**config.mk**
```make
export PLATFORM = sky130hd
export DESIGN_NAME = if_fetch
export DESIGN_NICKNAME = d
export VERILOG_FILES = /design/src/rtl/if_fetch.sv
export SDC_FILE = /design/constraint.sdc
export NUM_CORES = 1
export LEC_CHECK = 0
export BUFFER_PORTS_ARGS = -buffer_cell sky130_fd_sc_hd__buf_2
export CORE_MARGIN = 2
export CORE_UTILIZATION = 42
export DETAILED_ROUTE_END_ITERATION = 8
export HOLD_SLACK_MARGIN = 0.02
export PLACE_DENSITY = 0.63
export SLEW_MARGIN = 15
export SYNTH_ARGS = -nofsm -noshare
export SYNTH_HDL_FRONTEND = slang
export SYNTH_SLANG_ARGS = --single-unit
```
**constraint.sdc**
```tcl
create_clock -name clk -period 4.6 [get_ports clk]
set_clock_uncertainty 0.15 [all_clocks]
set_input_delay 0.46 -clock clk [delete_from_list [all_inputs] [get_ports clk]]
set_output_delay 0.46 -clock clk [all_outputs]
set_load 0.005 [all_outputs]
```
**src/rtl/if_fetch.sv**
```systemverilog
`default_nettype none
// ============================================================================
// Module      : if_fetch
// Description : Instruction fetch stage in front of the memory controller.
//               Generates sequential fetch addresses, issues one 4-byte read
//               at a time over the rw_if/status_if handshake, optionally
//               takes single-cycle hits from the instruction cache, and
//               buffers fetched words in a small FIFO for decode. A branch
//               redirect flushes the FIFO and any read in flight.
// Build macro : IFETCH_CACHE_EN - when defined, cache_hit_i/cache_val_i are
//               honoured in IDLE; when undefined they are ignored and every
//               fetch goes through the memory controller.
// Ports       : clk, rst (sync, active-high), rdy (global freeze when low)
//               branch_flag_i/branch_tgt_i  - redirect from EX
//               inst_valid_o/inst_o/inst_pc_o/inst_ready_i - decode handshake
//               pc_o                        - cache lookup / fill address
//               rw_if_o/addr_if_o/status_if_i/inst_data_i - mem ctrl read
//               cache_hit_i/cache_val_i     - cache hit for pc_o
// Revision    : 1.0 - initial release
// ============================================================================
module if_fetch #(
    parameter int          QUEUE_DEPTH = 4,
    parameter logic [31:0] RESET_PC    = 32'h0000_0000
) (
    input  logic        clk,
    input  logic        rst,
    input  logic        rdy,
    input  logic        branch_flag_i,
    input  logic [31:0] branch_tgt_i,
    input  logic        inst_ready_i,
    output logic        inst_valid_o,
    output logic [31:0] inst_o,
    output logic [31:0] inst_pc_o,
    output logic [31:0] pc_o,
    output logic        rw_if_o,
    output logic [31:0] addr_if_o,
    input  logic [1:0]  status_if_i,
    input  logic [31:0] inst_data_i,
    input  logic        cache_hit_i,
    input  logic [31:0] cache_val_i
);

    localparam int                 c_PTR_W    = $clog2(QUEUE_DEPTH);
    localparam int                 c_CNT_W    = c_PTR_W + 1;
    localparam logic [c_CNT_W-1:0] c_FULL_CNT = c_CNT_W'(QUEUE_DEPTH);

    localparam logic [1:0] c_STAT_WORKING = 2'd1;
    localparam logic [1:0] c_STAT_DONE    = 2'd2;

    localparam logic [2:0] c_S_IDLE    = 3'd0;
    localparam logic [2:0] c_S_REQ     = 3'd1;
    localparam logic [2:0] c_S_WAIT    = 3'd2;
    localparam logic [2:0] c_S_DRAIN   = 3'd3;
    localparam logic [2:0] c_S_DISCARD = 3'd4;

    logic [2:0]         r_state;
    logic [2:0]         w_state_nxt;
    logic [31:0]        r_fpc;
    logic [31:0]        r_req_pc;
    logic [31:0]        r_q_inst [QUEUE_DEPTH];
    logic [31:0]        r_q_pc   [QUEUE_DEPTH];
    logic [c_PTR_W-1:0] r_wr_ptr;
    logic [c_PTR_W-1:0] r_rd_ptr;
    logic [c_CNT_W-1:0] r_count;

    logic        w_full;
    logic        w_empty;
    logic        w_pop;
    logic        w_working;
    logic        w_done;
    logic        w_hit;
    logic [31:0] w_hit_val;
    logic        w_push;
    logic [31:0] w_push_pc;
    logic [31:0] w_push_inst;
    logic        w_issue;
    logic [31:0] w_fpc_nxt;

`ifdef IFETCH_CACHE_EN
    assign w_hit     = cache_hit_i;
    assign w_hit_val = cache_val_i;
`else
    assign w_hit     = 1'b0;
    assign w_hit_val = 32'h0000_0000;
    logic w_unused_cache;
    assign w_unused_cache = ^{cache_hit_i, cache_val_i};
`endif

    assign w_working = (status_if_i == c_STAT_WORKING);
    assign w_done    = (status_if_i == c_STAT_DONE);
    // Full is taken from the registered count, i.e. before this cycle's pop.
    assign w_full    = (r_count == c_FULL_CNT);
    assign w_empty   = (r_count == '0);

    // A redirect hides the stale head from decode in the same cycle.
    assign inst_valid_o = !w_empty && !branch_flag_i;
    assign w_pop        = inst_valid_o && inst_ready_i;
    assign inst_o       = r_q_inst[r_rd_ptr];
    assign inst_pc_o    = r_q_pc[r_rd_ptr];
    assign addr_if_o    = r_req_pc;

    // ---------------------------------------------------------------- state
    always_ff @(posedge clk) begin
        if (rst) begin
            r_state <= c_S_IDLE;
        end else if (rdy) begin
            r_state <= w_state_nxt;
        end
    end

    // ----------------------------------------------------------- next state
    always_comb begin
        w_state_nxt = r_state;
        case (r_state)
            c_S_IDLE: begin
                if (!branch_flag_i && !w_full && !w_hit) begin
                    w_state_nxt = c_S_REQ;
                end
            end
            c_S_REQ: begin
                // Redirect before acceptance: one cycle in DRAIN tells us
                // whether the controller took the request on this edge.
                if (branch_flag_i) begin
                    w_state_nxt = c_S_DRAIN;
                end else if (w_working) begin
                    w_state_nxt = c_S_WAIT;
                end
            end
            c_S_WAIT: begin
                // DONE together with a redirect drops the data and ends here.
                if (w_done) begin
                    w_state_nxt = c_S_IDLE;
                end else if (branch_flag_i) begin
                    w_state_nxt = c_S_DISCARD;
                end
            end
            c_S_DRAIN: begin
                w_state_nxt = w_working ? c_S_DISCARD : c_S_IDLE;
            end
            c_S_DISCARD: begin
                if (w_done) begin
                    w_state_nxt = c_S_IDLE;
                end
            end
            default: w_state_nxt = c_S_IDLE;
        endcase
    end

    // -------------------------------------------------------------- outputs
    always_comb begin
        rw_if_o     = (r_state == c_S_REQ);
        // The fill on the DONE cycle must be tagged with the requested PC.
        pc_o        = (r_state == c_S_IDLE) ? r_fpc : r_req_pc;
        w_issue     = 1'b0;
        w_push      = 1'b0;
        w_push_pc   = r_req_pc;
        w_push_inst = inst_data_i;
        w_fpc_nxt   = r_fpc;
        if (branch_flag_i) begin
            w_fpc_nxt = branch_tgt_i;
        end else if (r_state == c_S_IDLE && !w_full) begin
            if (w_hit) begin
                w_push      = 1'b1;
                w_push_pc   = r_fpc;
                w_push_inst = w_hit_val;
                w_fpc_nxt   = r_fpc + 32'd4;
            end else begin
                w_issue = 1'b1;
            end
        end else if (r_state == c_S_WAIT && w_done) begin
            w_push    = 1'b1;
            w_fpc_nxt = r_req_pc + 32'd4;
        end
    end

    // ------------------------------------------------------------- datapath
    always_ff @(posedge clk) begin
        if (rst) begin
            r_fpc    <= RESET_PC;
            r_req_pc <= 32'h0000_0000;
            r_wr_ptr <= '0;
            r_rd_ptr <= '0;
            r_count  <= '0;
        end else if (rdy) begin
            r_fpc <= w_fpc_nxt;
            if (w_issue) begin
                r_req_pc <= r_fpc;
            end
            if (branch_flag_i) begin
                r_wr_ptr <= '0;
                r_rd_ptr <= '0;
                r_count  <= '0;
            end else begin
                if (w_push) begin
                    r_wr_ptr <= r_wr_ptr + c_PTR_W'(1);
                end
                if (w_pop) begin
                    r_rd_ptr <= r_rd_ptr + c_PTR_W'(1);
                end
                case ({w_push, w_pop})
                    2'b10:   r_count <= r_count + c_CNT_W'(1);
                    2'b01:   r_count <= r_count - c_CNT_W'(1);
                    default: r_count <= r_count;
                endcase
            end
        end
    end

    // Storage needs no reset; validity is carried by r_count.
    always_ff @(posedge clk) begin
        if (rdy && !rst && w_push) begin
            r_q_inst[r_wr_ptr] <= w_push_inst;
            r_q_pc[r_wr_ptr]   <= w_push_pc;
        end
    end

endmodule
`default_nettype wire
```
==> impl_metrics.yaml, run 1 <==
run_status:
  status: "completed"
setup_path:
  critPathLaunchType: "register"
  critPathKind: "register to primary output"
  crit_fanout: 36
  cp-end-kind: "primary output"
  slowest_delay_ns: 0.88
  slowest_stage: "dfxtp_4"
  cp_data_arrival_time_ns: 2.46
  cp.required_ns: 3.99
  crit_family: "flip-flops"
  worstPathCellList: "buf_12 > mux4_2 > buf_2"
  path_buf_inv: 2
synth:
  synth_top_area_share_pct: 56.8
  yosys_warnings: 0
  syn_inst: 874
  yosysMostFrequentCell: "edfxtp_1"
  netlist.top_cell.by_area: "edfxtp_1"
  synth.avg_cell_area_sq_um: 15.5
  ys_seq_area_share_pct: 68.0
  synth-edff-count: 256
  netlist_top_cells_area: "edfxtp_1 (57%), dfxtp_1 (11%), mux4_2 (11%)"
  ys_types: 58
  syn_area_sq_um: 13500
  syn_nets: 984
  synthArstFlopShare_pct: 0
  yosys-top-cells-count: "edfxtp_1 (256), nand2_1 (105), dfxtp_1 (76)"
  synth-seq-cells: 332
  synth_ff_type: "edfxtp_1"
power_and_ir_drop:
  power.density_nw_per_um2: 386
  worst_ir_drop_vdd_v: 0.000219
  power_leakage_nw: 5.97
routing:
  drt_pass1_iterations: 4
  routed_wl_mm: 31.9
  num_vias: 8191
  drt-initial-drc-count: 548
  drc: 0
  drtAntennaViolNets: 0
  routed_via_density: 5.35
  wl_per_cell_um: 20.9
grt:
  grt_first_pass_wirelength_mm: 48.1
  antenna_found_initial: 4
  grt_overflow: 0
  grt_pass1_vias: 8316
  grt_use_total_pct: 18.8
  grt_max_degree: 70
place:
  place_congestion: 0.804
  portBuffers: 200
  hpwl_mm: 19.3
cts:
  post_cts_buffers: 0
  cts_made_buffers: 36
  root_buffer: "clkbuf_16"
  cts_tree: "built"
  clockBufferDepth: 3
  clock_sinks: 332
  clk_pin_slew_ns: 0.06
  clk_latency_ns: 0.50
  ctsHtreeMaxLevel: 2
floorplanning:
  die_area_sq_um: 33700
  die_h_um: 184
  initial_core_util_pct: 42.8
  fp-row-count: 65
  pin_count: 234
  core_sq_um: 31600
  fp.dieW_um: 184
worst_hold_path:
  hold_path.class: "input port to register"
timing:
  tightest_slew_ns: 1.05
  setup_viol: 0
  grt_setup_unrepaired: "no"
  maxSlewHeadroom_pct: 30.0
  fin_setup_tns_ns: 0
  finalHoldViolations: 0
  fmax_mhz: 326
  slew_viol_final: 0
  fin_crit_sh_pct: 66.6
  period_needed_ns: 3.07
final_layout:
  drive_gt1_share_pct: 33.9
  multi_input_area_sq_um: 4020
  num-nets-final: 1210
  final_util_pct: 51.8
  area_growth_pct: 21.0
  regArea_sq_um: 9220
  fill_cells: 2641
flow_run:
  maxCapViolCount: 0
==> final timing paths <==
check / startpoint / end / slack, ns / cells past startpoint
setup / recovery: register / inst_o[11] / 1.53 / 3
hold / removal: inst_data_i[23] / r_q_inst[2][23] / 0.04 / 1
setup reg to reg: r_state[1] / r_q_inst[1][11] / 1.72 / 5
hold reg to reg: r_fpc[10] / r_fpc[10] / 0.32 / 2
==> layout by cell type (no fill, tap or decap), types with 8 or more instances in the layout <==
cell type,Yosys,final
a211oi_1,13,13
a21oi_1,54,54
a2bb2oi_1,8,8
buf_2,16,200
buf_4,6,9
clkbuf_16,0,37
dfxtp_1,76,74
dlygate4sd3_1,0,27
edfxtp_1,256,256
inv_1,14,14
mux2_2,27,27
mux4_2,64,64
nand2_1,105,105
nand2b_1,8,8
nand3_1,17,17
nor2_1,22,22
nor3_1,16,15
o21ai_0,26,26
xnor2_1,25,25
==> state kept, by name, summed over array words and instances (netlist names), named ones only <==
register and cells:
r_state 3, r_count 3, addr_if_o 32, r_q_pc 128, r_wr_ptr 2, r_fpc 32
r_q_inst 128, r_rd_ptr 2
==> per-stage QoR <==
step           total power (W)  cells  cell area, sq um  worst slack [ns]  hold slack [ns]
2_1_floorplan          0.00344    874             13500              1.26            0.292
3_3_place_gp           0.00355   1437             15000              1.56            0.304
3_5_place_dp           0.00355   1437             15000              1.52            0.312
4_1_cts                0.00639   1527             16400              1.42           0.0205
5_1_grt                0.00652   1530             16400              1.35           0.0229
6_report               0.00633   1530             16400              1.53           0.0361
==> cells by family after synthesis <==
kind of cell / synth area share [%]
adder cells (fa/ha/maj): 0.610
AND/OR/NAND/NOR: 7.95
multiplexers: 13.3
AO/OA/AOI/OAI: 5.86
buffers and inverters: 2.46
XOR/XNOR: 1.88
flip-flops: 68.0
==> routing by layer <==
| metal | global-route usage, % | vias up | part of all wire (%) | routed length [um] |
|---|---|---|---|---|
| met3 | 2.79 | 43 | 5.1 | 1630 |
| li1 | - | 3816 | - | - |
| met2 | 31.2 | 240 | 49 | 15700 |
| met1 | 25.6 | 4090 | 44 | 14000 |
| met5 | 0 | - | 0.041 | 13 |
| met4 | 5.79 | 2 | 2.1 | 658 |
==> layout make-up <==
| type | count | area share (%) |
|---|---|---|
| clock buffer | 44 | 5.81 |
| inverter | 16 | 0.366 |
| sequential | 332 | 56.2 |
| multi-input combinational | 473 | 24.5 |
| tap | 402 | 3.07 |
| timing repair buffer | 241 | 8.78 |
| clock inverter | 19 | 1.21 |
| antenna | 3 | 0.0458 |
==> where the power goes <==
group	leakage (nW)	internal, W	switching (W)	total [W]
clock network	0.559	0.00170	0.00112	0.00282
logic	2.24	0.000107	0.000143	0.000251
registers	3.17	0.00323	0.0000284	0.00326
==> timing repair <==
| item | CTS | global route |
|---|---|---|
| hold endpoints to repair | 108 | 0 |
| gates resized for setup | 0 | 0 |
| hold buffers | 27 | 0 |
Note: power is estimated with default switching activity, not from simulation.
==> run 2: changes to the inputs <==
clock period = 3.1 ns   (was 4.6 ns; I/O delays follow)
==> run 2 against run 1 <==
  * Critical path depth rose by 1
  * Routed wire length rose by 1.5%
  * First-iteration DRC count rose by 20%
  * Critical endpoint is now pc_o[16]
  * Count of clock-buffer cells in the layout rose by 4
  * Cell count rose by 2.4%
  * Core utilization rose by 1.3 points
  * Global-route usage rose by 0.50 points
  * Highest routed layer is now met4
  * Sequential share of layout area fell by 1.4 points
  * Combinational power rose by 63%
==> impl_metrics.yaml, run 2 (synthesis results as in run 1) <==
run_status:
  status: "completed"
grt:
  use_met1_pct: 27.3
  grt_pass1_vias: 8620
  use_met2_pct: 30.4
  antenna_found_initial: 0
  busiest_layer: "met2"
  grt_max_degree: 69
  grt_use_total_pct: 19.3
  grt_first_pass_wirelength_mm: 49.3
  grt_overflow: 0
  grt_use_met3_pct: 3.61
final_layout:
  drive_gt1_share_pct: 34.1
  multi_input_area_sq_um: 4020
  antennaDiodeCount: 0
  area_growth_pct: 24.1
  reg.largest.list: "r_q_inst (128), r_q_pc (128)"
  final_util_pct: 53.1
  fill_cells: 2631
  final_cell_mix: "edfxtp_1 (256), buf_2 (200), nand2_1 (105)"
  regArea_sq_um: 9220
  layout_commonest_cell: "edfxtp_1"
  num-nets-final: 1249
cts:
  ctsResizeCount: 0
  ctsHtreeMaxLevel: 2
  root_buffer: "clkbuf_16"
  clock_sinks: 332
  post_cts_buffers: 0
  cts_tree: "built"
  clk_latency_ns: 0.50
  clk_pin_slew_ns: 0.06
  cts_hold_buf: 48
  cts_made_buffers: 36
  clockBufferDepth: 3
floorplanning:
  die_h_um: 184
  fp-row-count: 65
  die_area_sq_um: 33700
  pin_count: 234
  initial_core_util_pct: 42.8
  core_sq_um: 31600
  fp.dieW_um: 184
routing:
  routed_wl_mm: 32.4
  wl_per_cell_um: 20.7
  num_vias: 8544
  drc: 0
  drt_pass1_iterations: 5
  drtAntennaViolNets: 0
  drt-initial-drc-count: 658
  routed_via_density: 5.46
setup_path:
  cp-end-kind: "primary output"
  worstPathCellList: "nor3_2 > buf_4 > mux2_2 > buf_2"
  crit_fanout: 17
  critPathLaunchType: "register"
  crit_family: "simple AND/OR/NAND/NOR gates"
  cp.required_ns: 2.64
  crit_start: "r_state[2]"
  r2r_cells: 5
  path_buf_inv: 2
  rrSetupSlack_ns: 0.31
  cp_data_arrival_time_ns: 2.41
  slowest_delay_ns: 0.59
  rr_endpoint: "r_q_inst[0][5]"
  slowest_stage: "nor3_2"
  rr_startpoint: "r_state[1]"
  critPathKind: "register to primary output"
worst_hold_path:
  hold_path.class: "input port to register"
  holdPathStages: 3
  worstHoldStart: "branch_tgt_i[22]"
  worstHoldEndpoint: "r_fpc[22]"
place:
  portBuffers: 200
  hpwl_mm: 20.4
  place_congestion: 0.823
timing:
  finalHoldViolations: 0
  fin_setup_tns_ns: 0
  tightest_slew_ns: 0.758
  grt_setup_unrepaired: "no"
  slew_viol_final: 0
  period_needed_ns: 2.87
  fmax_mhz: 348
  setup_viol: 0
  maxSlewHeadroom_pct: 49.5
  fin_crit_sh_pct: 92.7
power_and_ir_drop:
  power_leakage_nw: 6.18
  worst_ir_drop_vdd_v: 0.000323
  power.density_nw_per_um2: 568
flow_run:
  maxCapViolCount: 0
==> run 2: metrics by stage <==
| step | area [sq um] | cells | hold slack, ns | worst slack [ns] | total power (W) |
|---|---|---|---|---|---|
| floorplan | 13500 | 874 | 0.259 | 0.501 | 0.00511 |
| global placement | 15100 | 1454 | 0.304 | 0.321 | 0.00528 |
| detailed placement | 15100 | 1454 | 0.311 | 0.270 | 0.00528 |
| CTS | 16800 | 1565 | 0.0202 | 0.192 | 0.00965 |
| global route | 16800 | 1566 | 0.0563 | 0.122 | 0.00988 |
| finish | 16800 | 1566 | 0.0370 | 0.228 | 0.00955 |
==> run 2: layer usage <==
layer | vias to the layer above | routed length, um
li1 | 3888 | -
met1 | 4288 | 14400
met2 | 310 | 15100
met3 | 58 | 2040
met4 | 0 | 887
met5 | - | 0
==> run 2: area by class of cell <==
cell class	count	area share, %
sequential	332	54.8
multi-input combinational	473	23.9
timing repair buffer	280	10.8
clock buffer	48	5.93
tap	402	2.99
clock inverter	15	1.19
inverter	16	0.357
==> run 2: tightest hold or removal path, delay by kind of cell <==
kind,cells,cell delay [ns]
AOI/OAI and AO/OA,2,0.22
buffers and inverters,1,0.10
==> run 2: worst max-delay path by stage <==
stage / cells after the start / end / slack (ns)
after global placement: 6 / r_q_inst[0][24] / 0.32
after CTS: 4 / pc_o[13] / 0.19
after global routing: 4 / pc_o[13] / 0.12
final: 4 / pc_o[16] / 0.23
after floorplan: 6 / r_q_inst[0][0] / 0.50
after detailed placement: 6 / r_q_inst[0][24] / 0.27
==> run 2: power breakdown <==
group          internal, W  switching (W)
logic             0.000183       0.000225
clock network      0.00267        0.00164
registers          0.00479      0.0000401
total              0.00765        0.00191
